<file path="src/rtl/axil_regfile_slave_if.sv">
// rtl/axil_regfile_slave_if.sv - AXI4-Lite bus bundle between a master and the register file slave
interface axil_regfile_slave_if #(
   parameter int DATA_WIDTH = 32,
   parameter int ADDR_WIDTH = 8
);
   logic [ADDR_WIDTH-1:0]   s3_axi_awaddr;
   logic                    s3_axi_awvalid;
   logic                    s3_axi_awready;
   logic [DATA_WIDTH-1:0]   s3_axi_wdata;
   logic [DATA_WIDTH/8-1:0] s3_axi_wstrb;
   logic                    s3_axi_wvalid;
   logic                    s3_axi_wready;
   logic [1:0]              s3_axi_bresp;
   logic                    s3_axi_bvalid;
   logic                    s3_axi_bready;
   logic [ADDR_WIDTH-1:0]   s3_axi_araddr;
   logic                    s3_axi_arvalid;
   logic                    s3_axi_arready;
   logic [DATA_WIDTH-1:0]   s3_axi_rdata;
   logic [1:0]              s3_axi_rresp;
   logic                    s3_axi_rvalid;
   logic                    s3_axi_rready;

   modport slave (
      input  s3_axi_awaddr, s3_axi_awvalid, s3_axi_wdata, s3_axi_wstrb, s3_axi_wvalid,
      input  s3_axi_bready, s3_axi_araddr, s3_axi_arvalid, s3_axi_rready,
      output s3_axi_awready, s3_axi_wready, s3_axi_bresp, s3_axi_bvalid,
      output s3_axi_arready, s3_axi_rdata, s3_axi_rresp, s3_axi_rvalid
   );

   modport master (
      output s3_axi_awaddr, s3_axi_awvalid, s3_axi_wdata, s3_axi_wstrb, s3_axi_wvalid,
      output s3_axi_bready, s3_axi_araddr, s3_axi_arvalid, s3_axi_rready,
      input  s3_axi_awready, s3_axi_wready, s3_axi_bresp, s3_axi_bvalid,
      input  s3_axi_arready, s3_axi_rdata, s3_axi_rresp, s3_axi_rvalid
   );
endinterface

</file>
<file path="src/rtl/axil_regfile_slave.sv">
// rtl/axil_regfile_slave.sv - AXI4-Lite register file with byte strobes, RO status slots and SLVERR decode
module axil_regfile_slave #(
   parameter int                    DATA_WIDTH = 32,
   parameter int                    ADDR_WIDTH = 8,
   parameter int                    NUM_REGS   = 8,
   parameter logic [NUM_REGS-1:0]   RO_MASK    = '0,
   parameter logic [DATA_WIDTH-1:0] RESET_VAL  = '0
) (
   input  logic                           s3_axi_aclk,
   input  logic                           s3_axi_aresetn,
   axil_regfile_slave_if.slave            s_axi,
   input  logic [NUM_REGS*DATA_WIDTH-1:0] status_in,
   output logic [NUM_REGS*DATA_WIDTH-1:0] reg_out,
   output logic [NUM_REGS-1:0]            reg_wr_pulse
);
   localparam int STRB_W   = DATA_WIDTH / 8;
   localparam int ADDR_LSB = $clog2(STRB_W);
   localparam int IDX_W    = ADDR_WIDTH - ADDR_LSB;
   localparam logic [1:0] RESP_OKAY   = 2'b00;
   localparam logic [1:0] RESP_SLVERR = 2'b10;

   typedef enum logic {W_IDLE, W_RESP} w_state_t;
   typedef enum logic {R_IDLE, R_DATA} r_state_t;

   w_state_t              r_wstate, w_wstate_nxt;
   r_state_t              r_rstate, w_rstate_nxt;
   logic                  r_live;
   logic                  r_aw_held, r_w_held;
   logic [IDX_W-1:0]      r_aw_idx;
   logic [DATA_WIDTH-1:0] r_w_data;
   logic [STRB_W-1:0]     r_w_strb;
   logic [1:0]            r_bresp, r_rresp;
   logic [DATA_WIDTH-1:0] r_rdata;
   logic [DATA_WIDTH-1:0] r_regs [NUM_REGS];
   logic [NUM_REGS-1:0]   r_wr_pulse;

   logic                  w_aw_hs, w_w_hs, w_ar_hs;
   logic                  w_commit, w_wr_ok, w_rd_ok;
   logic [IDX_W-1:0]      w_wr_idx, w_rd_idx;
   logic [DATA_WIDTH-1:0] w_wr_data, w_rd_data;
   logic [STRB_W-1:0]     w_wr_strb;
   logic [NUM_REGS-1:0]   w_wr_sel;

   // r_live keeps every ready low until the first edge after reset release
   assign s_axi.s3_axi_awready = r_live && !r_aw_held && (r_wstate == W_IDLE);
   assign s_axi.s3_axi_wready  = r_live && !r_w_held  && (r_wstate == W_IDLE);
   assign s_axi.s3_axi_arready = r_live && (r_rstate == R_IDLE);
   assign s_axi.s3_axi_bvalid  = (r_wstate == W_RESP);
   assign s_axi.s3_axi_bresp   = r_bresp;
   assign s_axi.s3_axi_rvalid  = (r_rstate == R_DATA);
   assign s_axi.s3_axi_rresp   = r_rresp;
   assign s_axi.s3_axi_rdata   = r_rdata;
   assign reg_wr_pulse         = r_wr_pulse;

   assign w_aw_hs = s_axi.s3_axi_awvalid && s_axi.s3_axi_awready;
   assign w_w_hs  = s_axi.s3_axi_wvalid  && s_axi.s3_axi_wready;
   assign w_ar_hs = s_axi.s3_axi_arvalid && s_axi.s3_axi_arready;

   // Commit as soon as both halves are available, counting a handshake on this edge
   assign w_commit  = (r_aw_held || w_aw_hs) && (r_w_held || w_w_hs);
   assign w_wr_idx  = r_aw_held ? r_aw_idx : s_axi.s3_axi_awaddr[ADDR_WIDTH-1:ADDR_LSB];
   assign w_wr_data = r_w_held ? r_w_data : s_axi.s3_axi_wdata;
   assign w_wr_strb = r_w_held ? r_w_strb : s_axi.s3_axi_wstrb;
   assign w_rd_idx  = s_axi.s3_axi_araddr[ADDR_WIDTH-1:ADDR_LSB];

   generate
      if (ADDR_LSB > 0) begin : g_lsb
         logic w_lsb_unused;
         assign w_lsb_unused = ^{s_axi.s3_axi_awaddr[ADDR_LSB-1:0], s_axi.s3_axi_araddr[ADDR_LSB-1:0]};
      end
   endgenerate

   always_comb begin
      w_wr_sel = '0;
      for (int i = 0; i < NUM_REGS; i++) begin
         if (w_wr_idx == IDX_W'(i) && !RO_MASK[i]) w_wr_sel[i] = 1'b1;
      end
   end
   assign w_wr_ok = |w_wr_sel;

   always_comb begin
      w_rd_data = '0;
      w_rd_ok   = 1'b0;
      for (int i = 0; i < NUM_REGS; i++) begin
         if (w_rd_idx == IDX_W'(i)) begin
            w_rd_ok   = 1'b1;
            w_rd_data = RO_MASK[i] ? status_in[i*DATA_WIDTH +: DATA_WIDTH] : r_regs[i];
         end
      end
   end

   always_comb begin
      w_wstate_nxt = r_wstate;
      case (r_wstate)
         W_IDLE:  if (w_commit) w_wstate_nxt = W_RESP;
         W_RESP:  if (s_axi.s3_axi_bready) w_wstate_nxt = W_IDLE;
         default: w_wstate_nxt = W_IDLE;
      endcase
   end

   always_comb begin
      w_rstate_nxt = r_rstate;
      case (r_rstate)
         R_IDLE:  if (w_ar_hs) w_rstate_nxt = R_DATA;
         R_DATA:  if (s_axi.s3_axi_rready) w_rstate_nxt = R_IDLE;
         default: w_rstate_nxt = R_IDLE;
      endcase
   end

   always_ff @(posedge s3_axi_aclk or negedge s3_axi_aresetn) begin
      if (!s3_axi_aresetn) begin
         r_wstate <= W_IDLE;
         r_rstate <= R_IDLE;
         r_live   <= 1'b0;
      end else begin
         r_wstate <= w_wstate_nxt;
         r_rstate <= w_rstate_nxt;
         r_live   <= 1'b1;
      end
   end

   always_ff @(posedge s3_axi_aclk or negedge s3_axi_aresetn) begin
      if (!s3_axi_aresetn) begin
         r_aw_held  <= 1'b0;
         r_w_held   <= 1'b0;
         r_aw_idx   <= '0;
         r_w_data   <= '0;
         r_w_strb   <= '0;
         r_bresp    <= RESP_OKAY;
         r_rresp    <= RESP_OKAY;
         r_rdata    <= '0;
         r_wr_pulse <= '0;
      end else begin
         if (w_commit) begin
            r_aw_held <= 1'b0;
            r_w_held  <= 1'b0;
            r_bresp   <= w_wr_ok ? RESP_OKAY : RESP_SLVERR;
         end else begin
            if (w_aw_hs) begin
               r_aw_held <= 1'b1;
               r_aw_idx  <= s_axi.s3_axi_awaddr[ADDR_WIDTH-1:ADDR_LSB];
            end
            if (w_w_hs) begin
               r_w_held <= 1'b1;
               r_w_data <= s_axi.s3_axi_wdata;
               r_w_strb <= s_axi.s3_axi_wstrb;
            end
         end
         r_wr_pulse <= w_commit ? w_wr_sel : '0;
         if (w_ar_hs) begin
            r_rdata <= w_rd_data;
            r_rresp <= w_rd_ok ? RESP_OKAY : RESP_SLVERR;
         end
      end
   end

   always_ff @(posedge s3_axi_aclk or negedge s3_axi_aresetn) begin
      if (!s3_axi_aresetn) begin
         for (int i = 0; i < NUM_REGS; i++) r_regs[i] <= RESET_VAL;
      end else if (w_commit) begin
         for (int i = 0; i < NUM_REGS; i++) begin
            for (int b = 0; b < STRB_W; b++) begin
               if (w_wr_sel[i] && w_wr_strb[b]) r_regs[i][b*8 +: 8] <= w_wr_data[b*8 +: 8];
            end
         end
      end
   end

   generate
      for (genvar g = 0; g < NUM_REGS; g++) begin : g_out
         assign reg_out[g*DATA_WIDTH +: DATA_WIDTH] = RO_MASK[g] ? '0 : r_regs[g];
      end
   endgenerate
endmodule

</file>
<file path="src/flat_wrapper.sv">
// flat-port wrapper written by rule: the top's interface ports become plain ports
module axil_regfile_slave_flat 
#(
   parameter int                    DATA_WIDTH = 32,
   parameter int                    ADDR_WIDTH = 8,
   parameter int                    NUM_REGS   = 8,
   parameter logic [NUM_REGS-1:0]   RO_MASK    = '0,
   parameter logic [DATA_WIDTH-1:0] RESET_VAL  = '0
)
  (s3_axi_aclk, s3_axi_aresetn, status_in, reg_out, reg_wr_pulse, s_axi_s3_axi_awaddr, s_axi_s3_axi_awvalid, s_axi_s3_axi_wdata, s_axi_s3_axi_wstrb, s_axi_s3_axi_wvalid, s_axi_s3_axi_bready, s_axi_s3_axi_araddr, s_axi_s3_axi_arvalid, s_axi_s3_axi_rready, s_axi_s3_axi_awready, s_axi_s3_axi_wready, s_axi_s3_axi_bresp, s_axi_s3_axi_bvalid, s_axi_s3_axi_arready, s_axi_s3_axi_rdata, s_axi_s3_axi_rresp, s_axi_s3_axi_rvalid);
  axil_regfile_slave_if #(.DATA_WIDTH(DATA_WIDTH), .ADDR_WIDTH(ADDR_WIDTH)) s_axi_i ();
  input  logic s3_axi_aclk;
  input  logic s3_axi_aresetn;
  input  logic [NUM_REGS*DATA_WIDTH-1:0] status_in;
  output logic [NUM_REGS*DATA_WIDTH-1:0] reg_out;
  output logic [NUM_REGS-1:0] reg_wr_pulse;
  input wire logic [$bits(s_axi_i.s3_axi_awaddr)-1:0] s_axi_s3_axi_awaddr;
  input wire logic [$bits(s_axi_i.s3_axi_awvalid)-1:0] s_axi_s3_axi_awvalid;
  input wire logic [$bits(s_axi_i.s3_axi_wdata)-1:0] s_axi_s3_axi_wdata;
  input wire logic [$bits(s_axi_i.s3_axi_wstrb)-1:0] s_axi_s3_axi_wstrb;
  input wire logic [$bits(s_axi_i.s3_axi_wvalid)-1:0] s_axi_s3_axi_wvalid;
  input wire logic [$bits(s_axi_i.s3_axi_bready)-1:0] s_axi_s3_axi_bready;
  input wire logic [$bits(s_axi_i.s3_axi_araddr)-1:0] s_axi_s3_axi_araddr;
  input wire logic [$bits(s_axi_i.s3_axi_arvalid)-1:0] s_axi_s3_axi_arvalid;
  input wire logic [$bits(s_axi_i.s3_axi_rready)-1:0] s_axi_s3_axi_rready;
  output wire logic [$bits(s_axi_i.s3_axi_awready)-1:0] s_axi_s3_axi_awready;
  output wire logic [$bits(s_axi_i.s3_axi_wready)-1:0] s_axi_s3_axi_wready;
  output wire logic [$bits(s_axi_i.s3_axi_bresp)-1:0] s_axi_s3_axi_bresp;
  output wire logic [$bits(s_axi_i.s3_axi_bvalid)-1:0] s_axi_s3_axi_bvalid;
  output wire logic [$bits(s_axi_i.s3_axi_arready)-1:0] s_axi_s3_axi_arready;
  output wire logic [$bits(s_axi_i.s3_axi_rdata)-1:0] s_axi_s3_axi_rdata;
  output wire logic [$bits(s_axi_i.s3_axi_rresp)-1:0] s_axi_s3_axi_rresp;
  output wire logic [$bits(s_axi_i.s3_axi_rvalid)-1:0] s_axi_s3_axi_rvalid;
  assign s_axi_i.s3_axi_awaddr = s_axi_s3_axi_awaddr;
  assign s_axi_i.s3_axi_awvalid = s_axi_s3_axi_awvalid;
  assign s_axi_i.s3_axi_wdata = s_axi_s3_axi_wdata;
  assign s_axi_i.s3_axi_wstrb = s_axi_s3_axi_wstrb;
  assign s_axi_i.s3_axi_wvalid = s_axi_s3_axi_wvalid;
  assign s_axi_i.s3_axi_bready = s_axi_s3_axi_bready;
  assign s_axi_i.s3_axi_araddr = s_axi_s3_axi_araddr;
  assign s_axi_i.s3_axi_arvalid = s_axi_s3_axi_arvalid;
  assign s_axi_i.s3_axi_rready = s_axi_s3_axi_rready;
  assign s_axi_s3_axi_awready = s_axi_i.s3_axi_awready;
  assign s_axi_s3_axi_wready = s_axi_i.s3_axi_wready;
  assign s_axi_s3_axi_bresp = s_axi_i.s3_axi_bresp;
  assign s_axi_s3_axi_bvalid = s_axi_i.s3_axi_bvalid;
  assign s_axi_s3_axi_arready = s_axi_i.s3_axi_arready;
  assign s_axi_s3_axi_rdata = s_axi_i.s3_axi_rdata;
  assign s_axi_s3_axi_rresp = s_axi_i.s3_axi_rresp;
  assign s_axi_s3_axi_rvalid = s_axi_i.s3_axi_rvalid;
  axil_regfile_slave #(.DATA_WIDTH(DATA_WIDTH), .ADDR_WIDTH(ADDR_WIDTH), .NUM_REGS(NUM_REGS), .RO_MASK(RO_MASK), .RESET_VAL(RESET_VAL)) u_core (.s3_axi_aclk(s3_axi_aclk), .s3_axi_aresetn(s3_axi_aresetn), .s_axi(s_axi_i), .status_in(status_in), .reg_out(reg_out), .reg_wr_pulse(reg_wr_pulse));
endmodule
</file>
<file path="config.mk">
export PLATFORM = sky130hd
export DESIGN_NAME = axil_regfile_slave_flat
export DESIGN_NICKNAME = d
export VERILOG_FILES = /design/src/rtl/axil_regfile_slave_if.sv /design/src/rtl/axil_regfile_slave.sv /design/src/flat_wrapper.sv
export SDC_FILE = /design/constraint.sdc
export NUM_CORES = 1
export LEC_CHECK = 0
export ABC_AREA = 1
export ABC_CLOCK_PERIOD_IN_PS = 5500
export CAP_MARGIN = 20
export CORE_AREA = 2 2 243 245
export DETAILED_ROUTE_END_ITERATION = 8
export DIE_AREA = 0 0 245 247
export PLACE_DENSITY = 0.62
export SLEW_MARGIN = 10
export SYNTH_ARGS = -nofsm -noshare
export SYNTH_HDL_FRONTEND = slang
export SYNTH_SLANG_ARGS = --single-unit
export TNS_END_PERCENT = 5
</file>
<file path="constraint.sdc">
create_clock -name s3_axi_aclk -period 5.5 [get_ports s3_axi_aclk]
set_input_delay 0.55 -clock s3_axi_aclk [delete_from_list [all_inputs] [get_ports s3_axi_aclk]]
set_output_delay 0.55 -clock s3_axi_aclk [all_outputs]
set_load 0.05 [all_outputs]
</file>
==> impl_metrics.csv, run 1 <==
group,metric,value,unit
floorplan,start_util,26.2,%
clock_network,clk_latency,550,ps
power_and_ir_drop,leakage,9.12,nW
critical_path,setup.worst_path.end_class,"flop",
placement,dp_cells,2867,
clock_network,cts-buffers-inserted,41,
synth,ys_top_cells_by_area,"dfrtp_1 (57%), nand2_1 (14%), o21ai_0 (9.1%)",
synth,synth.avg_cell_area,8.42,µm²
synth,ys_seq_elements,345,
detailed_routing,routed_via_density,4.77,
critical_path,r2r_setup_slack,2610,ps
sta,tns,0,ps
grt,grt_pass1_wl,87.9,mm
detailed_routing,postRouteWirelength,60.1,mm
detailed_routing,num_vias,14000,
floorplan,die_w,245,µm
clock_network,root_buffer,"clkbuf_16",
sta,period_minus_slack,2890,ps
job,max_cap_viol_count,0,
clock_network,post_cts_resized,0,
cells_and_area,post_route_cells_drive_above_1_share,6.75,%
critical_path,crit_path_max_fanout,35,
synth,synth_seq_area_share,56.7,%
floorplan,core_area,58200,µm²
critical_path,critPathArrivalTime,3340,ps
clock_network,htreeDepth,2,
sta,drv_slew,0,
detailed_routing,drc,0,
clock_network,clk_pin_slew,60,ps
sta,clock_skew,17.2,ps
critical_path,worst-setup-path-type,"flop to flop",
detailed_routing,drtIter0Drc,1087,
clock_network,cts_tree,"yes",
sta,rsz0062_at_grt,"false",
floorplan,rows,89,
placement,gp_congestion,0.882,
cells_and_area,area_growth,37.3,%
synth,netlist_area,15200,µm²
cells_and_area,nets,2454,
sta,min_period_over_period,52.6,%
synth,postSynthCellCount,1810,
critical_path,critPathLaunchType,"flop",
floorplan,io_pins,620,
floorplan,dieArea,60500,µm²
synth,synth.largest_area_cell,"dfrtp_1",
power_and_ir_drop,power_density,429,nW/µm²
detailed_routing,ant_nets,0,
critical_path,required,5940,ps
grt,grt_antenna_before_repair,0,
detailed_routing,dr.pass1.iters,6,
worst_hold_path,min_path_type,"flop to flop",
synth,synth_top_area_share,56.7,%
synth,yosysWarnings,0,
clock_network,cts_sinks,345,
power_and_ir_drop,ir_worst_vdd,210,µV
placement,dp_hpwl,42.8,mm
outcome,status,"completed",
sta,hold_violations,0,
floorplan,die-height,247,µm
power_and_ir_drop,finalPower,8.97,mW
grt,grt_overflow_total,0,
clock_network,clk_path_buf_depth,3,
sta,maxSlewHeadroom,33.5,%
synth,synth_cell_type_count,32,
sta,max_freq,346,MHz
sta,hold_ws,479,ps
sta,worst_pin_slew,990,ps
placement,io_buffers,357,
grt,first_global_vias,13600,
cells_and_area,finalNonFillerCells,2937,
detailed_routing,wl_per_cell,20.4,µm
grt,grt.total_usage,19.5,%
grt,grt_max_degree,149,
sta,setup_viol,0,
registers in the layout, summed over array words and instances, names as in the netlist:
register                    count
u_core.s_axi.s3_axi_bvalid      1
u_core.r_w_held                 1
u_core.r_w_data                32
u_core.r_w_strb                 4
u_core.s_axi.s3_axi_rdata      32
u_core.reg_out                256
u_core.r_aw_held                1
u_core.s_axi.s3_axi_bresp       1
u_core.r_aw_idx                 6
u_core.r_live                   1
u_core.reg_wr_pulse             8
u_core.s_axi.s3_axi_rresp       1
u_core.s_axi.s3_axi_rvalid      1
synthesized netlist by cell type, drive strengths merged:
| master | instances |
|---|---|
| clkbuf | 48 |
| nor3b | 1 |
| a311oi | 1 |
| nand3 | 92 |
| nand2 | 578 |
| a21oi | 7 |
| o31ai | 2 |
| inv | 124 |
| dfrtp | 345 |
| nor2 | 113 |
| conb | 2 |
| clkinv | 1 |
| o21ai | 369 |
| nand4 | 46 |
| o211ai | 11 |
| nor3 | 6 |
| buf | 44 |
| or2 | 20 |
cell usage in the layout (no fill, tap or decap), types with 7 or more instances in the layout:
cell type / instances
inv_1: 121
or2_2: 20
nand4_1: 46
clkbuf_16: 41
o21ai_0: 278
dfrtp_1: 345
buf_4: 16
a21oi_1: 7
clkdlybuf4s50_1: 356
nand3_2: 13
nor2_4: 7
nand2_1: 572
nor2_1: 100
o21ai_1: 89
nand3_1: 78
o211ai_1: 11
routing by layer:
metal  vias to the layer above  GRT usage [%]  routed length, µm
met5                         -              0                  0
li1                       6574              -                  -
met3                        98           4.38               4410
met2                       541           32.5              28700
met1                      6788           24.9              25000
met4                         0           6.64               1860
stage by stage:
step,area (µm²),worst slack (ps),util [%]
2_1_floorplan,15200,2860,-
3_3_place_gp,19600,2040,33.6
3_5_place_dp,19600,1980,33.6
4_1_cts,20900,2450,35.8
5_1_grt,20900,2350,35.9
6_report,20900,2610,35.9
cell families after synthesis:
| family | count (synthesis) | share of synthesized area [%] |
|---|---|---|
| and+or+nand+nor | 856 | 23.9 |
| buffers and inverters | 217 | 6.14 |
| DFF | 345 | 56.7 |
| other | 2 | 0.0493 |
| AOI/OAI and AO/OA | 390 | 13.2 |
path summary, 6_finish.rpt:
check	cells after the start	end	startpoint
hold reg to reg	2	u_core.s_axi.s3_axi_rdata[15]$_DFFE_PN0P_	u_core.s_axi.s3_axi_rdata[15]$_DFFE_PN0P_
max in group asynchronous	3	u_core.reg_out[240]$_DFFE_PN0P_	s3_axi_aresetn
hold / removal	2	u_core.s_axi.s3_axi_rdata[15]$_DFFE_PN0P_	u_core.s_axi.s3_axi_rdata[15]$_DFFE_PN0P_
setup / recovery	8	u_core.s_axi.s3_axi_rdata[30]$_DFFE_PN0P_	u_core.r_live$_DFF_PN0_
min in group asynchronous	2	u_core.reg_out[35]$_DFFE_PN0P_	s3_axi_aresetn
setup reg to reg	8	u_core.s_axi.s3_axi_rdata[30]$_DFFE_PN0P_	u_core.r_live$_DFF_PN0_
what timing repair did:
| item | in CTS | in global routing |
|---|---|---|
| hold endpoints to repair | 72 | 0 |
| endpoints found under the setup margin | 0 | 0 |
| setup buffers | 0 | 0 |
| hold buffers | 1 | 0 |
worst max-delay path, cell delays in order, from the launching register on:
cell and delay, ps:
dfrtp_1 350, inv_1 290, nor2_1 110, nand2_2 710, inv_1 470, buf_4 400, or2_2 320, inv_1 50
nor2_1 40
area by class of cell:
class	count	area [µm²]
Sequential cell	345	8630
Clock buffer	51	1110
Timing Repair Buffer	377	3780
Inverter	125	472
Multi-Input combinational cell	1249	5740
Fill cell	5877	37300
Antenna cell	1	2.50
Tap cell	773	967
Clock inverter	16	203
power by group:
part | switching (mW) | internal [mW] | total (mW) | leakage, nW
Combinational | 2.12 | 0.784 | 2.90 | 3.76
Sequential | 0.371 | 2.97 | 3.34 | 4.72
Clock | 1.11 | 1.62 | 2.73 | 0.641
Power figures use the tool's default switching activity.
==> run 2, diff against run 1 <==
--- a/config.mk
+++ b/config.mk
@@ -6,7 +6,7 @@
 export NUM_CORES = 1
 export LEC_CHECK = 0
 export ABC_AREA = 1
-export ABC_CLOCK_PERIOD_IN_PS = 5500
+export ABC_CLOCK_PERIOD_IN_PS = 2700
 export CAP_MARGIN = 20
 export CORE_AREA = 2 2 243 245
 export DETAILED_ROUTE_END_ITERATION = 8
==> constraint.sdc (replaced) <==
create_clock -name s3_axi_aclk -period 2.7 [get_ports s3_axi_aclk]
set_input_delay 0.27 -clock s3_axi_aclk [delete_from_list [all_inputs] [get_ports s3_axi_aclk]]
set_output_delay 0.27 -clock s3_axi_aclk [all_outputs]
set_load 0.05 [all_outputs]
==> run 2 against run 1 <==
Against the previous run: critical path depth shrank 6; power increased by 110%; first-iteration DRC count grew 0.74%; sequential power rose by 100%; global-route usage increased by 0.15 points; register-to-register slack got worse by 2400 ps; worst setup slack worse by 2500 ps; combinational power grew 110%; critical path type is now flop to output pin.
==> impl_metrics.csv, run 2 (synthesis gave the netlist of run 1 again) <==
group,metric,value,unit
clock_network,cts_sinks,345,
placement,io_buffers,357,
sta,maxSlewHeadroom,25.2,%
power_and_ir_drop,leakage,9.39,nW
outcome,status,"completed",
floorplan,io_pins,620,
clock_network,clk_latency,560,ps
grt,busiest_layer,"met2",
clock_network,postCtsSetupBuffers,0,
floorplan,die_w,245,µm
sta,hold_violations,0,
floorplan,rows,89,
critical_path,setup.worst_path.end_class,"output pin",
power_and_ir_drop,ir_worst_vdd,386,µV
detailed_routing,wl_per_cell,20.0,µm
detailed_routing,routed_via_density,4.77,
worst_hold_path,holdPathStages,2,
floorplan,dieArea,60500,µm²
critical_path,critPathLaunchType,"flop",
grt,grt_antenna_before_repair,0,
placement,gp_congestion,0.885,
grt,grt_max_degree,82,
detailed_routing,ant_nets,0,
sta,clock_skew,12.8,ps
critical_path,r2r_setup_slack,230,ps
critical_path,slowest_stage,"clkdlybuf4s50_1",
clock_network,clk_pin_slew,60,ps
critical_path,r2r_cells,7,
critical_path,reg2reg_from,"u_core.r_aw_held$_DFFE_PN0P_",
clock_network,post_cts_resized,0,
worst_hold_path,whs_endpoint,"u_core.s_axi.s3_axi_bvalid$_DFF_PN0_",
sta,hold_ws,259,ps
critical_path,crit_path_max_fanout,11,
clock_network,htreeDepth,2,
cells_and_area,nets,2500,
critical_path,crit_buf_inv,1,
sta,min_period_over_period,95.1,%
critical_path,timing.rr.end,"u_core.reg_out[0]$_DFFE_PN0P_",
detailed_routing,drc,0,
critical_path,crit_chain,"nor3_2 -> clkdlybuf4s50_1",
detailed_routing,postRouteWirelength,59.8,mm
grt,grt_pass1_wl,89.0,mm
sta,max_freq,389,MHz
cells_and_area,area_growth,40.4,%
clock_network,clk_path_buf_depth,3,
detailed_routing,num_vias,14300,
sta,rsz0062_at_grt,"true",
cells_and_area,post_route_cells_drive_above_1_share,8.80,%
critical_path,cp_top_family,"buffers and inverters",
critical_path,critPathArrivalTime,2300,ps
cells_and_area,layout_common_cells,"nand2_1 (572), clkdlybuf4s50_1 (356), dfrtp_1 (345)",
clock_network,cts_tree,"yes",
sta,setup_viol,0,
sta,drv_slew,0,
critical_path,cpPeakStageDelay,870,ps
cells_and_area,final_cell_area,21400,µm²
clock_network,root_buffer,"clkbuf_16",
floorplan,die-height,247,µm
floorplan,start_util,26.2,%
placement,dp_hpwl,44.1,mm
placement,dp_cells,2915,
power_and_ir_drop,power_density,861,nW/µm²
detailed_routing,drtIter0Drc,1095,
cells_and_area,n_fill_cell,5786,
clock_network,cts-buffers-inserted,40,
cells_and_area,finalNonFillerCells,2989,
critical_path,required,2430,ps
grt,grt.total_usage,19.6,%
floorplan,core_area,58200,µm²
grt,grtUsageMet1,25.2,%
grt,grt_overflow_total,0,
placement,placed_cell_area,20000,µm²
detailed_routing,dr.pass1.iters,5,
cells_and_area,largest_register_ffs,256,
grt,first_global_vias,14100,
grt,use_met2,33.0,%
job,max_cap_viol_count,0,
worst_hold_path,min_from,"s_axi_s3_axi_bready",
grt,grt_use_met3,3.85,%
cells_and_area,layout_commonest_cell,"nand2_1",
sta,worst_pin_slew,1120,ps
sta,period_minus_slack,2570,ps
critical_path,worst-setup-path-type,"flop to output pin",
cells_and_area,fin_util,36.7,%
worst_hold_path,min_path_type,"primary input to flop",
-- run 2: worst max-delay path by stage --
stage / to / slack, ps / from / depth (start not counted)
2_1_floorplan: u_core.reg_out[230]$_DFFE_PN0P_ / 60 / u_core.s_axi.s3_axi_bvalid$_DFF_PN0_ / 9
3_3_place_gp: u_core.s_axi.s3_axi_rdata[27]$_DFFE_PN0P_ / 60 / s_axi_s3_axi_araddr[7] / 12
3_5_place_dp: u_core.s_axi.s3_axi_rdata[22]$_DFFE_PN0P_ / 50 / s_axi_s3_axi_araddr[5] / 10
4_1_cts: s_axi_s3_axi_awready / 100 / u_core.r_aw_held$_DFFE_PN0P_ / 2
5_1_grt: u_core.reg_out[0]$_DFFE_PN0P_ / -100 / u_core.r_aw_held$_DFFE_PN0P_ / 7
6_report: s_axi_s3_axi_awready / 130 / u_core.r_aw_held$_DFFE_PN0P_ / 2
-- run 2: layer usage --
layer  vias to the layer above  routed length, µm
li1                       6677                  -
met3                       118               4100
met2                       564              28700
met4                         0               1930
met1                      6906              25100
met5                         -                  0
-- run 2: power by group --
part	total (mW)	internal [mW]	leakage (nW)	switching [mW]
sequential	6.80	6.05	4.72	0.750
clock	5.57	3.30	0.659	2.27
combinational	6.04	1.70	4.01	4.34
-- run 2: timing repair --
item | 4_1_cts | 5_1_grt
hold buffers | 1 | 0
setup endpoints to repair | 0 | 25
hold endpoints to repair | 70 | 0
-- run 2: metrics by stage --
stage	setup slack, ps	setup TNS (ps)	total power [mW]
after floorplan	63.1	0	10.4
after global placement	63.3	0	12.8
after detailed placement	48.6	0	12.9
after CTS	103	0	18.6
after global routing	-97.5	-1120	19.3
final	133	0	18.4
-- run 2: final cells by class --
cell class                      count  area [µm²]  area share (%)
Inverter                          125         472            2.21
Clock inverter                     19         220            1.03
Timing Repair Buffer              424        4230            19.8
Clock buffer                       53        1110            5.20
Tap cell                          773         967            4.52
Multi-Input combinational cell   1249        5740            26.8
Sequential cell                   345        8630            40.4
Antenna cell                        1        2.50          0.0117
